## config.mk

```make
export PLATFORM = sky130hd
export DESIGN_NAME = unidad_control_mult
export DESIGN_NICKNAME = d
export VERILOG_FILES = /design/src/rtl/unidad_control_pkg.sv /design/src/rtl/contador_iter.sv /design/src/rtl/unidad_control_mult.sv
export SDC_FILE = /design/constraint.sdc
export NUM_CORES = 1
export LEC_CHECK = 0
export ABC_AREA = 0
export BUFFER_PORTS_ARGS = -buffer_cell sky130_fd_sc_hd__buf_2
export CAP_MARGIN = 20
export CORE_UTILIZATION = 40
export CTS_CLUSTER_DIAMETER = 40
export CTS_CLUSTER_SIZE = 16
export DETAILED_ROUTE_END_ITERATION = 12
export HOLD_SLACK_MARGIN = 0.03
export PLACE_DENSITY = 0.7
export SETUP_SLACK_MARGIN = 0.02
export SLEW_MARGIN = 25
export SYNTH_ARGS = -nofsm -noshare
export SYNTH_HDL_FRONTEND = slang
export SYNTH_SLANG_ARGS = --single-unit
```

## constraint.sdc

```tcl
create_clock -name clk -period 1.58 [get_ports clk]
set_clock_uncertainty 0.1 [all_clocks]
set_input_delay 0.395 -clock clk [delete_from_list [all_inputs] [get_ports clk]]
set_output_delay 0.395 -clock clk [all_outputs]
set_load 0.005 [all_outputs]
```

## src/rtl/unidad_control_pkg.sv

```systemverilog
// rtl/unidad_control_pkg.sv - shared state encoding for the shift-and-add multiplier controller
package unidad_control_pkg;

  localparam int STATE_W = 3;

  typedef enum logic [STATE_W-1:0] {
    S_IDLE  = 3'd0,
    S_LOAD  = 3'd1,
    S_TEST  = 3'd2,
    S_ADD   = 3'd3,
    S_SHIFT = 3'd4,
    S_DONE  = 3'd5
  } state_t;

  function automatic logic is_busy(input state_t s);
    return (s == S_LOAD) || (s == S_TEST) || (s == S_ADD) || (s == S_SHIFT);
  endfunction

endpackage

```

## src/rtl/contador_iter.sv

```systemverilog
// rtl/contador_iter.sv - iteration down-counter with load, clear and last-iteration flag
module contador_iter #(
  parameter int CW = 4
) (
  input  logic          clk,
  input  logic          reset,
  input  logic          i_clr,
  input  logic          i_load,
  input  logic          i_dec,
  input  logic [CW-1:0] i_val,
  output logic [CW-1:0] o_count,
  output logic          o_last
);

  logic [CW-1:0] r_count;

  // Clear beats load beats decrement; decrement saturates at zero so the count never wraps.
  always_ff @(posedge clk or posedge reset) begin
    if (reset) begin
      r_count <= '0;
    end else if (i_clr) begin
      r_count <= '0;
    end else if (i_load) begin
      r_count <= i_val;
    end else if (i_dec && (r_count != '0)) begin
      r_count <= r_count - CW'(1);
    end
  end

  assign o_count = r_count;
  assign o_last  = (r_count == CW'(1));

endmodule

```

## src/rtl/unidad_control_mult.sv

```systemverilog
// rtl/unidad_control_mult.sv - Moore controller sequencing load/add/shift for an N-bit multiplier
module unidad_control_mult
  import unidad_control_pkg::*;
#(
  parameter  int N  = 8,
  localparam int CW = $clog2(N + 1)
) (
  input  logic          clk,
  input  logic          reset,
  input  logic          xs,
  input  logic          abort,
  input  logic          q0,
  output logic          load,
  output logic          add,
  output logic          shift,
  output logic          busy,
  output logic          fin,
  output logic [CW-1:0] iter
);

  state_t        r_state;
  state_t        w_state_next;
  logic          w_cnt_clr;
  logic          w_cnt_load;
  logic          w_cnt_dec;
  logic          w_last;
  logic [CW-1:0] w_count;

  always_ff @(posedge clk or posedge reset) begin
    if (reset) begin
      r_state <= S_IDLE;
    end else begin
      r_state <= w_state_next;
    end
  end

  always_comb begin
    w_state_next = r_state;
    w_cnt_clr    = 1'b0;
    w_cnt_load   = 1'b0;
    w_cnt_dec    = 1'b0;
    case (r_state)
      S_IDLE:  if (xs) w_state_next = S_LOAD;
      S_LOAD: begin
        w_cnt_load   = 1'b1;
        w_state_next = S_TEST;
      end
      S_TEST:  w_state_next = q0 ? S_ADD : S_SHIFT;
      S_ADD:   w_state_next = S_SHIFT;
      S_SHIFT: begin
        w_cnt_dec    = 1'b1;
        w_state_next = w_last ? S_DONE : S_TEST;
      end
      // Holding here while xs stays high is what stops a held request from re-triggering.
      S_DONE:  if (!xs) w_state_next = S_IDLE;
      default: w_state_next = S_IDLE;
    endcase
    if (is_busy(r_state) && abort) begin
      w_state_next = S_IDLE;
      w_cnt_clr    = 1'b1;
      w_cnt_load   = 1'b0;
      w_cnt_dec    = 1'b0;
    end
  end

  contador_iter #(
    .CW(CW)
  ) u_contador (
    .clk     (clk),
    .reset   (reset),
    .i_clr   (w_cnt_clr),
    .i_load  (w_cnt_load),
    .i_dec   (w_cnt_dec),
    .i_val   (CW'(N)),
    .o_count (w_count),
    .o_last  (w_last)
  );

  assign load  = (r_state == S_LOAD);
  assign add   = (r_state == S_ADD);
  assign shift = (r_state == S_SHIFT);
  assign busy  = is_busy(r_state);
  assign fin   = (r_state == S_DONE);
  assign iter  = w_count;

endmodule

```

# Yosys cells after proc, flatten, opt, wreduce, memory -nomap -nowiden
# Index checks and enable logic that the tools add are counted.
dict set report word_totals {
  input_bits 5
  out_inout_bits 9
  elab_cells 34
  register_bits 7
}
dict set report op_classes {
  muxes 14
  add_sub_neg 1
  reduce_logical 9
  n_eq_ne 8
}
# operator count
set ops {}
lappend ops {{$pmux 3 s6} 1}
lappend ops {{$mux 3} 5}
lappend ops {{$mux 4} 3}
lappend ops {{$eq 3x2->1 const B} 2}
lappend ops {{$eq 3x3->1 const B} 2}
lappend ops {{$mux 1} 5}
lappend ops {{$eq 4x1->1 const B} 1}
lappend ops {{$reduce_bool 4->1} 1}
lappend ops {{$sub 4x1->4 const B} 1}
lappend ops {{$eq 3x1->1 const B} 1}
lappend ops {{$logic_not 3->1} 1}
lappend ops {{$logic_or 1x1->1} 3}
lappend ops {{$ne 3x2->1 const B} 1}
lappend ops {{$ne 3x3->1 const B} 1}
lappend ops {{$reduce_bool 3->1} 1}
lappend ops {{$logic_and 1x1->1} 2}
lappend ops {{$reduce_and 2->1} 1}

# Depth between registers and ports, before layout
# Gate-level depths: netlist (run 1).
dict set report depth {
  depth_word 10
  depth_mapped 5
  ltp_nobuf 5
}

# By module
# Synthesis (run 1) repeated with hierarchy kept, for this count alone.
dict set report unflattened {
  hier_cells 63
  area_unflattened_um2 613.1
}
# module area_per_inst_um2 instances seq_area_each_um2 cells_per_inst
set by_module_without_submodules {}
lappend by_module_without_submodules {contador_iter 330.3 1 100.1 33}
lappend by_module_without_submodules {unidad_control_mult 282.8 1 75.1 30}

# Worst setup path before layout (run 1)
# No wires, ideal clock.
dict set report synth_timing {
  path_type {register to register}
  from {register u_contador.r_count[0], in the netlist u_contador.o_count[0]}
  to {register u_contador.r_count[0], in the netlist u_contador.o_count[0]}
  setup_ns 0.077
  arrival_time_ns 1.460
  path_stages_with_launch 6
  path_slack_ns -0.057
  required_time_ns 1.403
  path_cell_list {dfrtp_1 inv_1 ha_1 or3b_2 a21o_2 a21oi_1}
}
dict set report synth_between {
  elab_chain_len 4
}
# element line
set synth_rtl {}
lappend synth_rtl {{start: declaration} contador_iter.sv:15} ;# logic [CW-1:0] r_count;
lappend synth_rtl {{start signal: assignment} contador_iter.sv:24} ;# r_count <= i_val;
lappend synth_rtl {{start signal: assignment} contador_iter.sv:26} ;# r_count <= r_count - CW'(1);
lappend synth_rtl {{$sub 4x1->4} contador_iter.sv:26}
lappend synth_rtl {{$mux 4} contador_iter.sv:25} ;# end else if (i_dec && (r_count != '0)) begin
lappend synth_rtl {{$mux 4} contador_iter.sv:23} ;# end else if (i_load) begin
lappend synth_rtl {{$mux 4} contador_iter.sv:21} ;# end else if (i_clr) begin
# Several ways; a longest one is shown, not always the timed one. The select of a mux whose other input is x is not followed.
# A chain may end at the register's enable or synchronous reset.

# Final worst setup path (run 1)
dict set report layout_timing {
  from {register r_state[2]}
  to {register u_contador.r_count[3], in the netlist u_contador.o_count[3]}
}
dict set report layout_between {
  elab_chain_len 8
}
# element line
set layout_rtl {}
lappend layout_rtl {{start: declaration} unidad_control_mult.sv:21} ;# state_t r_state;
lappend layout_rtl {{start signal: assignment} unidad_control_mult.sv:33} ;# r_state <= w_state_next;
lappend layout_rtl {{$eq 3x1->1 or $eq 3x2->1 (tied branches)} {unidad_control_pkg.sv:16, unidad_control_mult.sv:42}}
lappend layout_rtl {{$logic_or 1x1->1 (3 in series)} unidad_control_pkg.sv:16} ;# return (s == S_LOAD) || (s == S_TEST) || (s == S_ADD) || (s == S_SHIFT);
lappend layout_rtl {{$logic_and 1x1->1} unidad_control_mult.sv:58} ;# if (is_busy(r_state) && abort) begin
lappend layout_rtl {{$mux 1} unidad_control_mult.sv:58}
lappend layout_rtl {{$mux 4 or $logic_and 1x1->1 (tied branches)} {contador_iter.sv:23, contador_iter.sv:25}}
lappend layout_rtl {{$mux 4 or $reduce_bool 3->1 (tied branches)} --}
# Several ways; a longest one is shown, not always the timed one.

==> out/qor.txt, run 1 <==
Final Hold Slack = 335 ps
Total Power = 1.42 mW
leakage = 0.438 nW
total CTS buffers = 3
Worst setup EP type = flip-flop
Root Buffer Master = clkbuf_4
status = finished, violations left
FF-to-FF path depth = 4
CP required = 1650 ps
Std-Cell Rows = 13
Top delay family on crit path = simple AND/OR/NAND/NOR gates
kind of critical path = flip-flop to flip-flop
Slew headroom = 66.6%
area of the multi-input gates = 413 sq um
RePlAce Congestion = 0.794
Synth Instances = 62
post-DR wirelength/cell = 15.8 microns
clock buffer depth = 2
FFs w/ async S/R, synth = 100%
Detail Route Antenna Nets = 0
unrepaired setup endpoints after global routing = true
setup TNS = -791 ps
Cell Area, Synth = 579 sq um
initial antenna violation count = 0
failing checks = setup timing
most frequent cells in the layout = buf_4, buf_2, buf_6, inv_1, dfrtp_1
Slew Viols, Final = 0
Yosys reg bits = 7
IO buf count = 13
MaxCap Viol Count = 0
crit path DAT = 1800 ps
Top FF cell, synth = dfrtp_1
nets = 107
die width = 40.1 microns
post-synthesis sequential area ratio = 30.2%
worst hold stages = 2
layout cells sized above 1 = 59.6%
die area = 1600 sq um
endpoints failing hold = 0
first-pass GRT wire length = 2550 microns
hold path endpoint = u_contador.o_count[3]$_DFFE_PP0P_
GRT Overall Usage = 25.1%
CTS tree = built
most common cell after layout, fill and taps aside = buf_4
critical-path cell list = buf_4 -> nor4b_1 -> and4b_1 -> a211oi_1
reg2reg end = u_contador.o_count[3]$_DFFE_PP0P_
Syn Area/Cell = 9.34 sq um
Syn. warnings = 0
Final Cycle Share = 110%
hpwl dp = 1070 microns
Vias = 647
nature of the critical path startpoint = flip-flop
first element of the critical path = r_state[2]$_DFFE_PP0P_
Pre-antenna DRT Iters = 4
clock period minus worst slack = 1730 ps
clk sinks = 7
final number of setup-violating endpoints = 9
pin count of the biggest net entering global routing = 8
FF/Latch Area = 179 sq um
Setup WS post-layout = -151 ps
worst r2r src = r_state[2]$_DFFE_PP0P_
vias in the first global route = 576
total core area = 1320 sq um
Die H = 40.1 microns
Min-Delay Startpoint = abort
P&R area growth vs syn = 61.8%
clock slew at reported path FFs = 50 ps
Clk Latency, worst-skew pair = 260 ps
Detailed Route WL = 1800 microns
Yosys cell types = 33
# IOs = 14
number of enable flip-flop cells after synthesis = 0
H-tree depth = 1
PwrDens = 1520 nW/um^2
syn nets = 69
Initial DRC Count = 16
Hold Crit Class = input port to flip-flop
VDD IR max = 0.000903 V
ant diodes = 0
Critical Path Max Stage Delay = 480 ps
drt drc = 0
Initial Util = 44.0%
GRT Residual Overflow = 0
fmax = 578 MHz
Slowest cell on crit path = nor4b_1
WP buf/inv = 1
worst-margin pin slew = 494 ps
Fillers = 93
reg2reg setup slack = -150 ps
CP max FO = 5
vias per inst = 5.68
==> power breakdown <==
group          internal [mW]  switching (mW)
Combinational          0.506           0.429
Sequential             0.232          0.0931
Clock                 0.0964          0.0673
==> sequential cells by signal (all words and copies together), names as in the netlist <==
name	count
u_contador.o_count	4
r_state	3
==> worst register-to-register path, delay by kind of cell (launching register included) <==
kind,cells,cell delay (ps)
AOI/OAI and AO/OA,1,190
buffers and inverters,1,160
DFF,1,460
and+or+nand+nor,2,730
==> worst max path at each step <==
stage / end / cells past startpoint
3_3_place_gp: u_contador.o_count[1]$_DFFE_PP0P_ / 5
6_report: u_contador.o_count[3]$_DFFE_PP0P_ / 4
4_1_cts: load / 4
5_1_grt: u_contador.o_count[3]$_DFFE_PP0P_ / 4
3_5_place_dp: u_contador.o_count[1]$_DFFE_PP0P_ / 5
2_1_floorplan: u_contador.o_count[0]$_DFFE_PP0P_ / 5
==> cells in the mapped netlist, drive strengths merged (2+ instances only) <==
| cell | number | share of area, % |
|---|---|---|
| a21boi | 2 | 2.6 |
| a21oi | 3 | 2.6 |
| a311oi | 2 | 3.0 |
| a32oi | 3 | 4.5 |
| and4b | 2 | 3.5 |
| buf | 4 | 6.0 |
| dfrtp | 7 | 30 |
| ha | 2 | 4.3 |
| inv | 6 | 3.9 |
| nand2b | 2 | 2.2 |
| nand3 | 2 | 1.7 |
| nor2 | 4 | 2.6 |
| nor3 | 5 | 4.3 |
| nor4b | 2 | 5.6 |
==> repair_timing <==
action | 4_1_cts | 5_1_grt
hold endpoints to repair | 7 | 0
hold buffers | 1 | 0
gates resized for setup | 23 | 3
buffers inserted | 9 | 0
setup endpoints to repair | 7 | 9
pin swaps | 5 | 3
==> kinds of logic after synthesis <==
group,count (synthesis),share of synthesized area [%]
buffers and inverters,10,9.93
flip-flops,7,30.2
adder cells (fa/ha/maj),2,4.32
AO/OA/AOI/OAI,19,25.7
XOR/XNOR,1,1.51
AND/OR/NAND/NOR,22,26.6
multiplexers,1,1.73
==> metrics by stage <==
stage / cell area, sq um / setup WS (ps) / util (%) / instances
3_3_place_gp: 736 / 50.7 / 55.8 / 100
3_5_place_dp: 736 / -32.2 / 55.8 / 100
2_1_floorplan: 582 / 38.5 / - / 62
5_1_grt: 937 / -218 / 71.1 / 114
6_report: 937 / -151 / 71.1 / 114
4_1_cts: 920 / -121 / 69.8 / 114
==> metal layers <==
metal,global-route usage (%),share of wire (%)
met4,7.76,0
met2,40.7,52
met1,31.2,44
met3,8.33,3.6
met5,0,0
==> area by class of cell <==
class / instances / area share (%)
multi-input cells: 45 / 44.1
repair buffers: 37 / 29.6
flip-flops and latches: 7 / 19.1
clock buffers: 4 / 2.80
inverters: 6 / 2.40
well taps: 15 / 2.00
No activity file was read; power rests on OpenSTA's default activity.
==> inputs of run 2 (changes only) <==
--- a/constraint.sdc
+++ b/constraint.sdc
@@ -4,2 +4,2 @@
 set_output_delay 0.395 -clock clk [all_outputs]
-set_load 0.005 [all_outputs]
+set_load 0.1 [all_outputs]
==> out/qor.txt, run 2 (synthesized netlist as in run 1, its figures left out) <==
status = finished, violations left (unchanged)
failing checks = setup timing (unchanged)
crit path DAT = 1330 ps (was 1800 ps)
Final Cycle Share = 116% (was 110%)
fmax = 547 MHz (was 578 MHz)
Total Power = 2.44 mW (was 1.42 mW)
Hold Crit Class = input port to flip-flop (unchanged)
nature of the critical path startpoint = flip-flop (unchanged)
switching part of the total = 50.8% (was 41.4%)
Most Frequent Cell on Critical Path = buf_12
clock network fraction of design power = 7.5% (was 11.5%)
Setup WS post-layout = -249 ps (was -151 ps)
total core area = 1320 sq um (unchanged)
Worst setup EP type = output port (was flip-flop)
clock period minus worst slack = 1830 ps (was 1730 ps)
P&R area growth vs syn = 111% (was 61.8%)
vias in the first global route = 613 (was 576)
clock slew at reported path FFs = 60 ps (was 50 ps)
hold path endpoint = u_contador.o_count[3]$_DFFE_PP0P_ (unchanged)
vias per inst = 6.06 (was 5.68)
DP Worst Slack = -103 ps (was -32.2 ps)
final number of setup-violating endpoints = 8 (was 9)
PwrDens = 1990 nW/um^2 (was 1520 nW/um^2)
GRT Overall Usage = 29.7% (was 25.1%)
reg2reg end = u_contador.o_count[0]$_DFFE_PP0P_ (was u_contador.o_count[3]$_DFFE_PP0P_)
Slew Viols, Final = 0 (unchanged)
worst r2r src = u_contador.o_count[0]$_DFFE_PP0P_ (was r_state[2]$_DFFE_PP0P_)
Detailed Route WL = 2330 microns (was 1800 microns)
Pre-antenna DRT Iters = 4 (unchanged)
Pint = 1.20 mW (was 0.834 mW)
Detail Route Antenna Nets = 0 (unchanged)
critical-path cell list = buf_12 -> nor3_4 -> buf_12 (was buf_4 -> nor4b_1 -> and4b_1 -> a211oi_1)
leakage = 0.504 nW (was 0.438 nW)
Fillers = 40 (was 93)
RePlAce Congestion = 0.800 (was 0.794)
post-DR wirelength/cell = 19.6 microns (was 15.8 microns)
CP max FO = 7 (was 5)
initial antenna violation count = 0 (unchanged)
endpoints failing hold = 0 (unchanged)
CP required = 1080 ps (was 1650 ps)
Slowest cell on crit path = dfrtp_2 (was nor4b_1)
GRT Residual Overflow = 0 (unchanged)
FF-to-FF path depth = 5 (was 4)
Flop pwr share = 13.2% (was 22.9%)
H-tree depth = 1 (unchanged)
P_sw = 1.24 mW (was 0.589 mW)
Clk Latency, worst-skew pair = 270 ps (was 260 ps)
worst hold stages = 2 (unchanged)
drt drc = 0 (unchanged)
Critical Path Max Stage Delay = 470 ps (was 480 ps)
pin count of the biggest net entering global routing = 9 (was 8)
Min-Delay Startpoint = abort (unchanged)
CTS tree = built (unchanged)
total CTS buffers = 3 (unchanged)
Initial DRC Count = 25 (was 16)
VDD IR max = 0.00174 V (was 0.000903 V)
fin util = 93.0% (was 71.1%)
# IOs = 14 (unchanged)
first-pass GRT wire length = 2940 microns (was 2550 microns)
max reg flops = 4 (unchanged)
Root Buffer Master = clkbuf_4 (unchanged)
Slew headroom = 78.3% (was 66.6%)
unrepaired setup endpoints after global routing = true (unchanged)
Vias = 721 (was 647)
worst-margin pin slew = 323 ps (was 494 ps)
kind of critical path = flip-flop to output port (was flip-flop to flip-flop)
setup TNS = -1280 ps (was -791 ps)
most frequent cells in the layout = buf_4, buf_12, buf_6, dfrtp_2, buf_2 (was buf_4, buf_2, buf_6, inv_1, dfrtp_1)
nets = 112 (was 107)
die area = 1600 sq um (unchanged)
most common cell after layout, fill and taps aside = buf_4 (unchanged)
reg2reg setup slack = -60 ps (was -150 ps)
clock buffer depth = 2 (unchanged)
MaxCap Viol Count = 0 (unchanged)
Std-Cell Rows = 13 (unchanged)
ant diodes = 0 (unchanged)
Die H = 40.1 microns (unchanged)
clk sinks = 7 (unchanged)
layout cells sized above 1 = 71.2% (was 59.6%)
WP buf/inv = 2 (was 1)
die width = 40.1 microns (unchanged)
hpwl dp = 1250 microns (was 1070 microns)
Top delay family on crit path = flip-flops (was simple AND/OR/NAND/NOR gates)
Initial Util = 44.0% (unchanged)
share of power burned in combinational logic = 79.3% (was 65.6%)
IO buf count = 13 (unchanged)
## run 2: per-layer routing
metal	global-route usage [%]	vias to the layer above	routed length [microns]
li1	-	326	-
met1	34.3	338	860
met2	52.8	45	1250
met3	3.33	12	124
met4	16.4	0	99
met5	0	-	0
## run 2: how the worst max path moves through the flow
stage	startpoint	slack (ps)	cells after the start	end
6_report	r_state[2]$_DFFE_PP0P_	-250	3	add
5_1_grt	r_state[2]$_DFFE_PP0P_	-260	3	add
3_5_place_dp	r_state[1]$_DFFE_PP0P_	-100	4	u_contador.o_count[3]$_DFFE_PP0P_
4_1_cts	r_state[1]$_DFFE_PP0P_	-210	3	busy
3_3_place_gp	r_state[1]$_DFFE_PP0P_	-7	4	u_contador.o_count[3]$_DFFE_PP0P_
2_1_floorplan	r_state[0]$_DFFE_PP0P_	-400	3	add
## run 2: area by class of cell
cell class | instances | area [sq um] | share of cell area, %
multi-input cells | 45 | 500 | 40.9
well taps | 15 | 18.8 | 1.53
inverters | 6 | 27.5 | 2.25
flip-flops and latches | 7 | 189 | 15.4
clock buffers | 4 | 26.3 | 2.15
repair buffers | 42 | 463 | 37.8
## run 2: repair_timing
| item | 4_1_cts | 5_1_grt |
|---|---|---|
| hold buffers | 1 | 0 |
| gates cloned | 0 | 0 |
| buffers inserted | 6 | 6 |
| endpoints found under the hold margin | 7 | 0 |
| pin swaps | 5 | 11 |
| setup endpoints to repair | 9 | 11 |
| gates resized for setup | 16 | 11 |
## run 2: through the flow
stage / instance area [sq um] / hold slack, ps / instances
3_5_place_dp: 971 / 238 / 102
5_1_grt: 1220 / 367 / 119
4_1_cts: 1110 / 337 / 113
3_3_place_gp: 971 / 231 / 102
2_1_floorplan: 654 / 98.2 / 62
6_report: 1220 / 361 / 119
## run 2: power groups by stage
| stage | logic [mW] | registers [mW] | clock network (mW) |
|---|---|---|---|
| finish | 1.94 | 0.323 | 0.183 |
| floorplan | 0.884 | 0.440 | 0 |
| detailed placement | 1.55 | 0.302 | 0 |
| global placement | 1.51 | 0.299 | 0 |
| CTS | 1.69 | 0.311 | 0.173 |
| global route | 2.01 | 0.328 | 0.193 |
==> inputs of run 3 (changes only) <==
Settings changed: ABC_AREA 0 to 1, CORE_AREA from default to 2 2 39 41, CORE_UTILIZATION 40 to default, CTS_CLUSTER_DIAMETER 40 to 30, DIE_AREA from default to 0 0 41 43, PLACE_DENSITY 0.7 to 0.69.
==> out/qor.txt, run 3 <==
IO buf count = 13 (unchanged)
nature of the critical path startpoint = flip-flop (unchanged)
status = finished, violations left (unchanged)
MaxCap Viol Count = 0 (unchanged)
Initial Util = 37.4% (was 44.0%)
Die H = 43 microns (was 40.1 microns)
Clk Latency, worst-skew pair = 260 ps (was 270 ps)
dominant cell type by area after synthesis = dfrtp_1 (unchanged)
Synth Instances = 79 (was 62)
synth cell count leaders = nand2_1, inv_1, nand3_1, nor2_1, dfrtp_1 (was dfrtp_1, inv_1, nor3_1)
Vias = 602 (was 721)
Detail Route Antenna Nets = 0 (unchanged)
Final Hold Slack = 299 ps (was 361 ps)
Critical Path Max Stage Delay = 460 ps (was 470 ps)
most frequent cell after synthesis = nand2_1 (was dfrtp_1)
drt drc = 0 (unchanged)
Fillers = 104 (was 40)
initial antenna violation count = 0 (unchanged)
ant diodes = 0 (unchanged)
kind of critical path = flip-flop to output port (unchanged)
clock period minus worst slack = 1730 ps (was 1830 ps)
DP Worst Slack = 71.2 ps (was -103 ps)
CP max FO = 4 (was 7)
Detailed Route WL = 1480 microns (was 2330 microns)
RePlAce Congestion = 0.742 (was 0.800)
CTS tree = built (unchanged)
Hold Crit Class = input port to flip-flop (unchanged)
Slowest cell on crit path = dfrtp_2 (unchanged)
crit path DAT = 1230 ps (was 1330 ps)
P&R area growth vs syn = 85.3% (was 111%)
fmax = 580 MHz (was 547 MHz)
Slew headroom = 82.8% (was 78.3%)
Final Cycle Share = 109% (was 116%)
max reg flops = 4 (unchanged)
GRT Overall Usage = 18.9% (was 29.7%)
Worst setup EP type = output port (unchanged)
failing checks = setup timing (unchanged)
top cells by area, synth = dfrtp_1, nand2_1, nand3_1, inv_1, nor2_1 (was dfrtp_1, a32oi_1, ha_1, nor3_1, nor4b_4)
Initial DRC Count = 16 (was 25)
clock slew at reported path FFs = 60 ps (about the same)
Synth top area share = 33.8% (was 30.2%)
total CTS buffers = 3 (unchanged)
Root Buffer Master = clkbuf_4 (unchanged)
GRT Residual Overflow = 0 (unchanged)
Top FF cell, synth = dfrtp_1 (unchanged)
die width = 41 microns (was 40.1 microns)
Std-Cell Rows = 14 (was 13)
total core area = 1380 sq um (was 1320 sq um)
final number of setup-violating endpoints = 5 (was 8)
pin count of the biggest net entering global routing = 8 (was 9)
endpoints failing hold = 0 (unchanged)
H-tree depth = 1 (unchanged)
Yosys cell types = 16 (was 33)
FFs w/ async S/R, synth = 100% (unchanged)
Syn. warnings = 0 (unchanged)
Syn Area/Cell = 6.56 sq um (was 9.34 sq um)
Slew Viols, Final = 0 (unchanged)
number of enable flip-flop cells after synthesis = 0 (unchanged)
die area = 1760 sq um (was 1600 sq um)
clock buffer depth = 2 (unchanged)
fin util = 69.3% (was 93.0%)
nets = 116 (was 112)
Cell Area, Synth = 518 sq um (was 579 sq um)
# IOs = 14 (unchanged)
hpwl dp = 919 microns (was 1250 microns)
post-DR wirelength/cell = 12.0 microns (was 19.6 microns)
vias per inst = 4.85 (was 6.06)
most frequent cells in the layout = nand2_1, nand3_1, buf_12, buf_4, nor2_1 (was buf_4, buf_12, buf_6, dfrtp_2, buf_2)
critical-path cell list = nor2_4 -> nand2_4 -> clkinvlp_4 -> buf_12 (was buf_12 -> nor3_4 -> buf_12)
clk sinks = 7 (unchanged)
most common cell after layout, fill and taps aside = nand2_1 (was buf_4)
vias in the first global route = 578 (was 613)
Yosys reg bits = 7 (unchanged)
post-synthesis sequential area ratio = 33.8% (was 30.2%)
first-pass GRT wire length = 2210 microns (was 2940 microns)
Pre-antenna DRT Iters = 4 (unchanged)
CP required = 1080 ps (about the same)
Setup WS post-layout = -145 ps (was -249 ps)
unrepaired setup endpoints after global routing = true (unchanged)
worst-margin pin slew = 258 ps (was 323 ps)
syn nets = 86 (was 69)
layout cells sized above 1 = 53.7% (was 71.2%)
-- run 3: cell types whose count changed after synthesis, sizes merged, moves of 2 or more --
cell,delta
a21oi,-3
a311oi,-2
a32oi,-3
and4b,-2
buf,-4
inv,+9
nand2,+26
nand2b,-2
nand3,+9
nor2,+10
nor3,-5
nor4b,-2
-- run 3: cell type report --
type | count | area, sq um | share of cell area [%]
Multi-Input combinational cell | 57 | 352 | 36.6
Timing Repair Buffer | 25 | 300 | 31.3
Sequential cell | 7 | 189 | 19.7
Inverter | 15 | 72.6 | 7.56
Clock buffer | 4 | 26.3 | 2.74
Tap cell | 16 | 20.0 | 2.09
-- run 3: worst paths after layout --
path / from / end / slack, ps / cells after the start
worst min-delay path: xs / r_state[2]$_DFFE_PP0P_ / 300 / 3
worst min register to register: u_contador.o_count[3]$_DFFE_PP0P_ / u_contador.o_count[3]$_DFFE_PP0P_ / 490 / 2
min in group asynchronous: reset / u_contador.o_count[2]$_DFFE_PP0P_ / 490 / 3
max in group asynchronous: reset / u_contador.o_count[1]$_DFFE_PP0P_ / 640 / 3
worst max-delay path: r_state[0]$_DFFE_PP0P_ / shift / -150 / 4
worst max register to register: u_contador.o_count[0]$_DFFE_PP0P_ / u_contador.o_count[3]$_DFFE_PP0P_ / 90 / 7
-- run 3: cells by family (layout without fill, tap and decap cells) --
group           count (synthesis)  in the layout  synth area share [%]
compound gates                  3              3                  3.38
fa+ha+maj                       2              2                  4.83
buf+inv                        15             44                  10.9
flops                           7              7                  33.8
simple gates                   52             52                  47.1
-- run 3: timing repair --
| action | CTS | global route |
|---|---|---|
| endpoints found under the hold margin | 7 | 0 |
| hold buffers | 1 | 0 |
| buffers inserted | 2 | 9 |
| pin swaps | 0 | 4 |
| setup endpoints to repair | 5 | 8 |
| resized for setup | 6 | 15 |
-- run 3: per-stage QoR --
step           cell area [sq um]  setup TNS (ps)  cells
3_5_place_dp                 772               0    108
5_1_grt                      960            -873    124
4_1_cts                      837            -696    115
3_3_place_gp                 772               0    108
2_1_floorplan                552            -112     79
6_report                     960            -664    124
-- run 3: metal layers --
metal	vias up	wire, microns	global-route usage (%)
li1	299	-	-
met1	282	582	20.2
met2	17	799	30.6
met3	4	76	6.81
met4	0	24	10.0
met5	-	0	0
-- run 3: worst max-delay path: cells and delay by family (launching register included) --
family / cells / cell delay (ps)
flops: 1 / 460
buf+inv: 2 / 270
simple gates: 2 / 240
Power of run 3 is left out: the tool's default activity adds up to more than one toggle a clock period on the data nets, which glitch-free logic cannot reach.
